`src/rtl/round_sequencer.sv`:
```
// Round controller for the door-guessing game: countdown, position lock,
// firmware scoring handshake, result pause and game-over handling.
module round_sequencer #(
   parameter int CLK_HZ       = 25_000_000,
   parameter int ROUND_SECS   = 5,
   parameter int PAUSE_CYCLES = 25_000_000,
   parameter int ACK_TIMEOUT  = 1_000_000
) (
   input  logic       clk,
   input  logic       reset,
   input  logic       start,
   input  logic [1:0] p1_lives,
   input  logic [1:0] p2_lives,
   input  logic       eval_ack,
   output logic [3:0] seconds_left,
   output logic       time_up,
   output logic       resume,
   output logic       pos_latch,
   output logic       eval_req,
   output logic       game_over,
   output logic       ack_timeout,
   output logic [7:0] round_count,
   output logic [2:0] state
);

   localparam int PW = (CLK_HZ > 1) ? $clog2(CLK_HZ) : 1;
   localparam int CW = (PAUSE_CYCLES > 1) ? $clog2(PAUSE_CYCLES) : 1;
   localparam int TW = (ACK_TIMEOUT > 1) ? $clog2(ACK_TIMEOUT) : 1;

   localparam logic [PW-1:0] PRE_LAST   = PW'(CLK_HZ - 1);
   localparam logic [PW-1:0] PRE_ONE    = PW'(1);
   localparam logic [CW-1:0] PAUSE_LAST = CW'(PAUSE_CYCLES - 1);
   localparam logic [CW-1:0] PAUSE_ONE  = CW'(1);
   localparam logic [TW-1:0] TO_LAST    = TW'(ACK_TIMEOUT - 1);
   localparam logic [TW-1:0] TO_ONE     = TW'(1);
   localparam logic [3:0]    SECS_INIT  = 4'(ROUND_SECS);

   typedef enum logic [2:0] {
      S_IDLE  = 3'd0,
      S_RUN   = 3'd1,
      S_LOCK  = 3'd2,
      S_EVAL  = 3'd3,
      S_PAUSE = 3'd4,
      S_OVER  = 3'd5
   } state_t;

   state_t        state_q, state_d;
   logic [PW-1:0] pre_q, pre_d;
   logic [CW-1:0] pcnt_q, pcnt_d;
   logic [TW-1:0] tcnt_q, tcnt_d;
   logic [3:0]    secs_q, secs_d;
   logic [7:0]    rnd_q, rnd_d;
   logic          ato_q, ato_d;
   logic          resume_q, resume_d;
   logic          time_up_q, time_up_d;
   logic          latch_q, latch_d;
   logic          req_q, req_d;
   logic          over_q, over_d;

   always_comb begin
      state_d  = state_q;
      pre_d    = pre_q;
      pcnt_d   = pcnt_q;
      tcnt_d   = tcnt_q;
      secs_d   = secs_q;
      rnd_d    = rnd_q;
      ato_d    = ato_q;
      resume_d = 1'b0;

      unique case (state_q)
         S_IDLE: begin
            if (start) begin
               state_d = S_RUN;
               secs_d  = SECS_INIT;
               pre_d   = '0;
            end
         end
         S_RUN: begin
            if (pre_q == PRE_LAST) begin
               pre_d  = '0;
               secs_d = secs_q - 4'd1;
               if (secs_q == 4'd1) state_d = S_LOCK;
            end else begin
               pre_d = pre_q + PRE_ONE;
            end
         end
         S_LOCK: begin
            state_d = S_EVAL;
            tcnt_d  = '0;
         end
         S_EVAL: begin
            // A late ack still counts as a clean handshake.
            if (eval_ack) begin
               state_d = S_PAUSE;
               pcnt_d  = '0;
            end else if (tcnt_q == TO_LAST) begin
               state_d = S_PAUSE;
               pcnt_d  = '0;
               ato_d   = 1'b1;
            end else begin
               tcnt_d = tcnt_q + TO_ONE;
            end
         end
         S_PAUSE: begin
            if (pcnt_q == PAUSE_LAST) begin
               pcnt_d = '0;
               if (rnd_q != 8'hFF) rnd_d = rnd_q + 8'd1;
               if (p1_lives == 2'd0 || p2_lives == 2'd0) begin
                  state_d = S_OVER;
               end else begin
                  state_d  = S_RUN;
                  resume_d = 1'b1;
                  secs_d   = SECS_INIT;
                  pre_d    = '0;
               end
            end else begin
               pcnt_d = pcnt_q + PAUSE_ONE;
            end
         end
         S_OVER: begin
            if (start) begin
               state_d = S_RUN;
               rnd_d   = 8'd0;
               ato_d   = 1'b0;
               secs_d  = SECS_INIT;
               pre_d   = '0;
            end
         end
         default: state_d = S_IDLE;
      endcase

      time_up_d = (state_d == S_LOCK) || (state_d == S_EVAL) ||
                  (state_d == S_PAUSE);
      latch_d   = (state_d == S_LOCK);
      req_d     = (state_d == S_EVAL);
      over_d    = (state_d == S_OVER);
   end

   always_ff @(posedge clk or posedge reset) begin
      if (reset) begin
         state_q   <= S_IDLE;
         pre_q     <= '0;
         pcnt_q    <= '0;
         tcnt_q    <= '0;
         secs_q    <= SECS_INIT;
         rnd_q     <= 8'd0;
         ato_q     <= 1'b0;
         resume_q  <= 1'b0;
         time_up_q <= 1'b0;
         latch_q   <= 1'b0;
         req_q     <= 1'b0;
         over_q    <= 1'b0;
      end else begin
         state_q   <= state_d;
         pre_q     <= pre_d;
         pcnt_q    <= pcnt_d;
         tcnt_q    <= tcnt_d;
         secs_q    <= secs_d;
         rnd_q     <= rnd_d;
         ato_q     <= ato_d;
         resume_q  <= resume_d;
         time_up_q <= time_up_d;
         latch_q   <= latch_d;
         req_q     <= req_d;
         over_q    <= over_d;
      end
   end

   assign state        = state_q;
   assign seconds_left = secs_q;
   assign round_count  = rnd_q;
   assign ack_timeout  = ato_q;
   assign resume       = resume_q;
   assign time_up      = time_up_q;
   assign pos_latch    = latch_q;
   assign eval_req     = req_q;
   assign game_over    = over_q;

endmodule

```
`config.mk`:
```
export PLATFORM = sky130hd
export DESIGN_NAME = round_sequencer
export DESIGN_NICKNAME = d
export VERILOG_FILES = /design/src/rtl/round_sequencer.sv
export SDC_FILE = /design/constraint.sdc
export NUM_CORES = 1
export LEC_CHECK = 0
export CAP_MARGIN = 10
export CORE_MARGIN = 4
export CORE_UTILIZATION = 54
export CTS_CLUSTER_DIAMETER = 30
export CTS_CLUSTER_SIZE = 28
export DETAILED_ROUTE_END_ITERATION = 12
export GPL_TIMING_DRIVEN = 1
export PLACE_DENSITY = 0.76
export SLEW_MARGIN = 10
export SYNTH_ARGS = -nofsm -noshare
export SYNTH_HDL_FRONTEND = slang
export SYNTH_SLANG_ARGS = --single-unit
```
`constraint.sdc`:
```
create_clock -name clk -period 2.7 [get_ports clk]
set_input_delay 0.27 -clock clk [delete_from_list [all_inputs] [get_ports clk]]
set_output_delay 0.27 -clock clk [all_outputs]
set_load 0.02 [all_outputs]
```
==> results.toml, run 1 <==
[run_status]
status = "completed"

[global_route]
antenna_found_initial = 0
grt_usage = 0.220
grt_pass1_wl_um = 18700
grt_max_degree = 33
met1_usage = 0.324
grt_use_met2 = 0.333
grt.overflow.total = 0
grt-busiest-layer = "met2"
grt.met3_usage = 0.0392
grt_pass1_vias = 3889

[yosys]
async_flop_share = 1.00
synth_top_family_by_area = "simple AND/OR/NAND/NOR gates"
synth_area_um2 = 4880
synth.yosys.seq_area_share = 0.468
synth-simple-area-share = 0.269
synth_fp_nets = 553
synth_top_cell_by_area = "dfrtp_1"
synth-edff-count = 0
ys_ff_latch = 91
post_synth.cell_area_avg_um2 = 9.05
synth_compound_area_frac = 0.150
ys_top_cells_by_area = "dfrtp_1, o21ai_0, xor2_1"
synth-xor-area-share = 0.0593
synthMuxAreaShare = 0.00667
synth_cells = 539
yosys.area_share.adder = 0.0154
synth_top_cell_area_share = 0.457
synth_cell_types = 54
synth_flop_cell = "dfrtp_1"
synth_warnings = 0

[floorplan]
die_w_um = 103
io_pins = 29
die_area_um2 = 10600
start_util = 0.556
die_height_um = 103
core_area_um2 = 8760
rows = 34

[power]
power_density_nw_per_um2 = 745
p_leak_nw = 2.40
ir_worst_vdd_mv = 0.435
pwr-share-comb = 0.282
p_sw_frac = 0.379
pwr-share-seq = 0.501
p_int_w = 0.00255
p_sw_w = 0.00156
clkPwrFrac = 0.217

[worst_setup_path]
timing.rr.start = "pcnt_q[1]$_DFFE_PP0P_"
crit_path_end_kind = "flop"
path_cells = "ha_1 > and4_1 > nand3b_1 > o31ai_4 > buf_4 > nand3_1 > mux2_2"
path_max_fanout = 22
cp.required_ns = 2.96
critPathMaxStageDelay_ns = 0.41
worstPathArrival_ns = 2.62
critPathKind = "flop to flop"
critPathSlowestCell = "dfrtp_1"
crit_path_start_kind = "flop"
crit_start = "pcnt_q[1]$_DFFE_PP0P_"

[cts]
path_clk_slew_ns = 0.09
cts-buffers-inserted = 9
clockBufferDepth = 2
clkSinkCount = 91
cts_tree = "built"
clkLatencyLatePin_ns = 0.36
cts_setup_buffers = 0
htreeDepth = 3
root_buffer = "clkbuf_8"

[cells_and_area]
antenna_cells = 0
drive_gt1_frac = 0.0852
fin_nets = 584
fillers = 717
area_delta_synth_final_pct = 13.2

[sta]
slew_violations = 0
max_clock_freq_ghz = 0.423
min_period_ns = 2.36
clock_skew_ns = 0.0110
tightest_slew_ns = 0.780
whs_ns = 0.270
hold_violations = 0
slew_headroom = 0.480
fin_crit_sh = 0.875
grt_setup_unrepaired = "no"
tns_ns = 0
setup_viol = 0

[placed_design]
gp_congestion = 0.857
port_buffers = 28
hpwl_um = 7620

[hold_path]
hold_path_class = "primary input to async pin"

[run]
maxCapViolCount = 0

[route]
routedWlPerCell_um = 16.0
wl_um = 10900
via_count = 4190
viasPerCell = 6.13
drc = 0
drt_iter0_drc = 316
final_antenna_net_count = 0
dr.pass1.iters = 5
flip-flops by register name (all words and copies together) (netlist names):
| register | cells |
|---|---|
| time_up | 1 |
| tcnt_q | 20 |
| round_count | 8 |
| eval_req | 1 |
| resume | 1 |
| state | 3 |
| pos_latch | 1 |
| pcnt_q | 25 |
| ack_timeout | 1 |
| pre_q | 25 |
| game_over | 1 |
| seconds_left | 4 |
routing by layer:
metal	wire, µm	part of all wire
met3	496	0.045
met1	5290	0.48
met4	163	0.015
met2	4980	0.46
met5	0	0
kinds of logic (layout without fill, tap and decap cells):
family | count (synthesis) | count (layout)
and+or+nand+nor | 250 | 250
AOI/OAI and AO/OA | 120 | 120
DFF | 91 | 91
buffers and inverters | 36 | 72
xor gates and xnor gates | 33 | 33
adders and majority gates | 6 | 6
muxes | 3 | 3
power groups by stage:
| stage | Combinational [W] | Sequential [W] | Clock (W) |
|---|---|---|---|
| 2_1_floorplan | 0.000835 | 0.00199 | 0 |
| 3_3_place_gp | 0.00111 | 0.00205 | 0 |
| 3_5_place_dp | 0.00115 | 0.00207 | 0 |
| 4_1_cts | 0.00116 | 0.00205 | 0.000908 |
| 5_1_grt | 0.00132 | 0.00211 | 0.000956 |
| 6_report | 0.00116 | 0.00206 | 0.000892 |
worst max-delay path: cells and delay by family (launching register included):
kind | cells | cell delay, ns
muxes | 1 | 0.31
and+or+nand+nor | 3 | 0.67
AOI/OAI and AO/OA | 1 | 0.32
adders and majority gates | 1 | 0.23
buffers and inverters | 1 | 0.30
DFF | 1 | 0.41
cell usage in the layout (no fill, tap or decap), types with 19 or more instances in the layout:
cell type         n
nand3_1          34
xor2_1           32
clkdlybuf4s50_1  28
o21ai_0          56
nor2_1           58
a21oi_1          21
dfrtp_1          89
buf_4            19
nand4_1          25
nand2_1          45
and3_1           21
timing repair:
action                     4_1_cts  5_1_grt
resized for setup                0        1
setup endpoints to repair        0        5
hold buffers                     0        0
cell usage after synthesis (all sizes together), types with 3 or more instances:
library cell and n:
a21oi 21, a31oi 13, and2 6, and3 21, and4 7, buf 7, clkbuf 20, dfrtp 89
ha 6, inv 9, nand2 45, nand2b 3, nand3 34, nand4 25, nor2 59, nor3 19
nor4 5, nor4b 3, o21ai 57, o31ai 11, o41ai 5, or2 4, or3 5, or4 3
xor2 32
path summary, 6_finish.rpt:
| check | cells after the start | slack [ns] | endpoint |
|---|---|---|---|
| worst max-delay path | 7 | 0.34 | seconds_left[1]$_DFFE_PP0P_ |
| worst max register to register | 7 | 0.34 | seconds_left[1]$_DFFE_PP0P_ |
| worst min register to register | 1 | 0.48 | pcnt_q[24]$_DFFE_PP0P_ |
| max in group asynchronous | 3 | 1.60 | seconds_left[0]$_DFFE_PP1P_ |
| min in group clk | 1 | 0.48 | pcnt_q[24]$_DFFE_PP0P_ |
| worst min-delay path | 2 | 0.27 | round_count[1]$_DFFE_PP0P_ |
final cells by class:
cell class              count  area (µm²)  share of cell area
multi-input cells         412        2460               0.445
flip-flops and latches     91        2280               0.413
repair buffers             47         423              0.0766
clock buffers              13         169              0.0306
well taps                 108         135              0.0245
inverters                   9        35.0             0.00635
clock inverters             3        21.3             0.00385
per-stage QoR:
| step | util | area [µm²] | cells | setup slack (ns) | power, W |
|---|---|---|---|---|---|
| detailed placement | 0.607 | 5320 | 667 | 0.104 | 0.00322 |
| floorplan | - | 4880 | 539 | 0.0697 | 0.00283 |
| finish | 0.630 | 5520 | 683 | 0.337 | 0.00411 |
| CTS | 0.628 | 5510 | 683 | 0.112 | 0.00411 |
| global route | 0.630 | 5520 | 683 | 0.121 | 0.00439 |
| global placement | 0.607 | 5320 | 667 | 0.206 | 0.00315 |
No activity file was read; power rests on OpenSTA's default activity.
==> run 2, diff against run 1 <==
HOLD_SLACK_MARGIN = 0.03   (was not set)
==> results of run 2 <==
The final DEF is identical to that of run 1; final timing and power are the same.
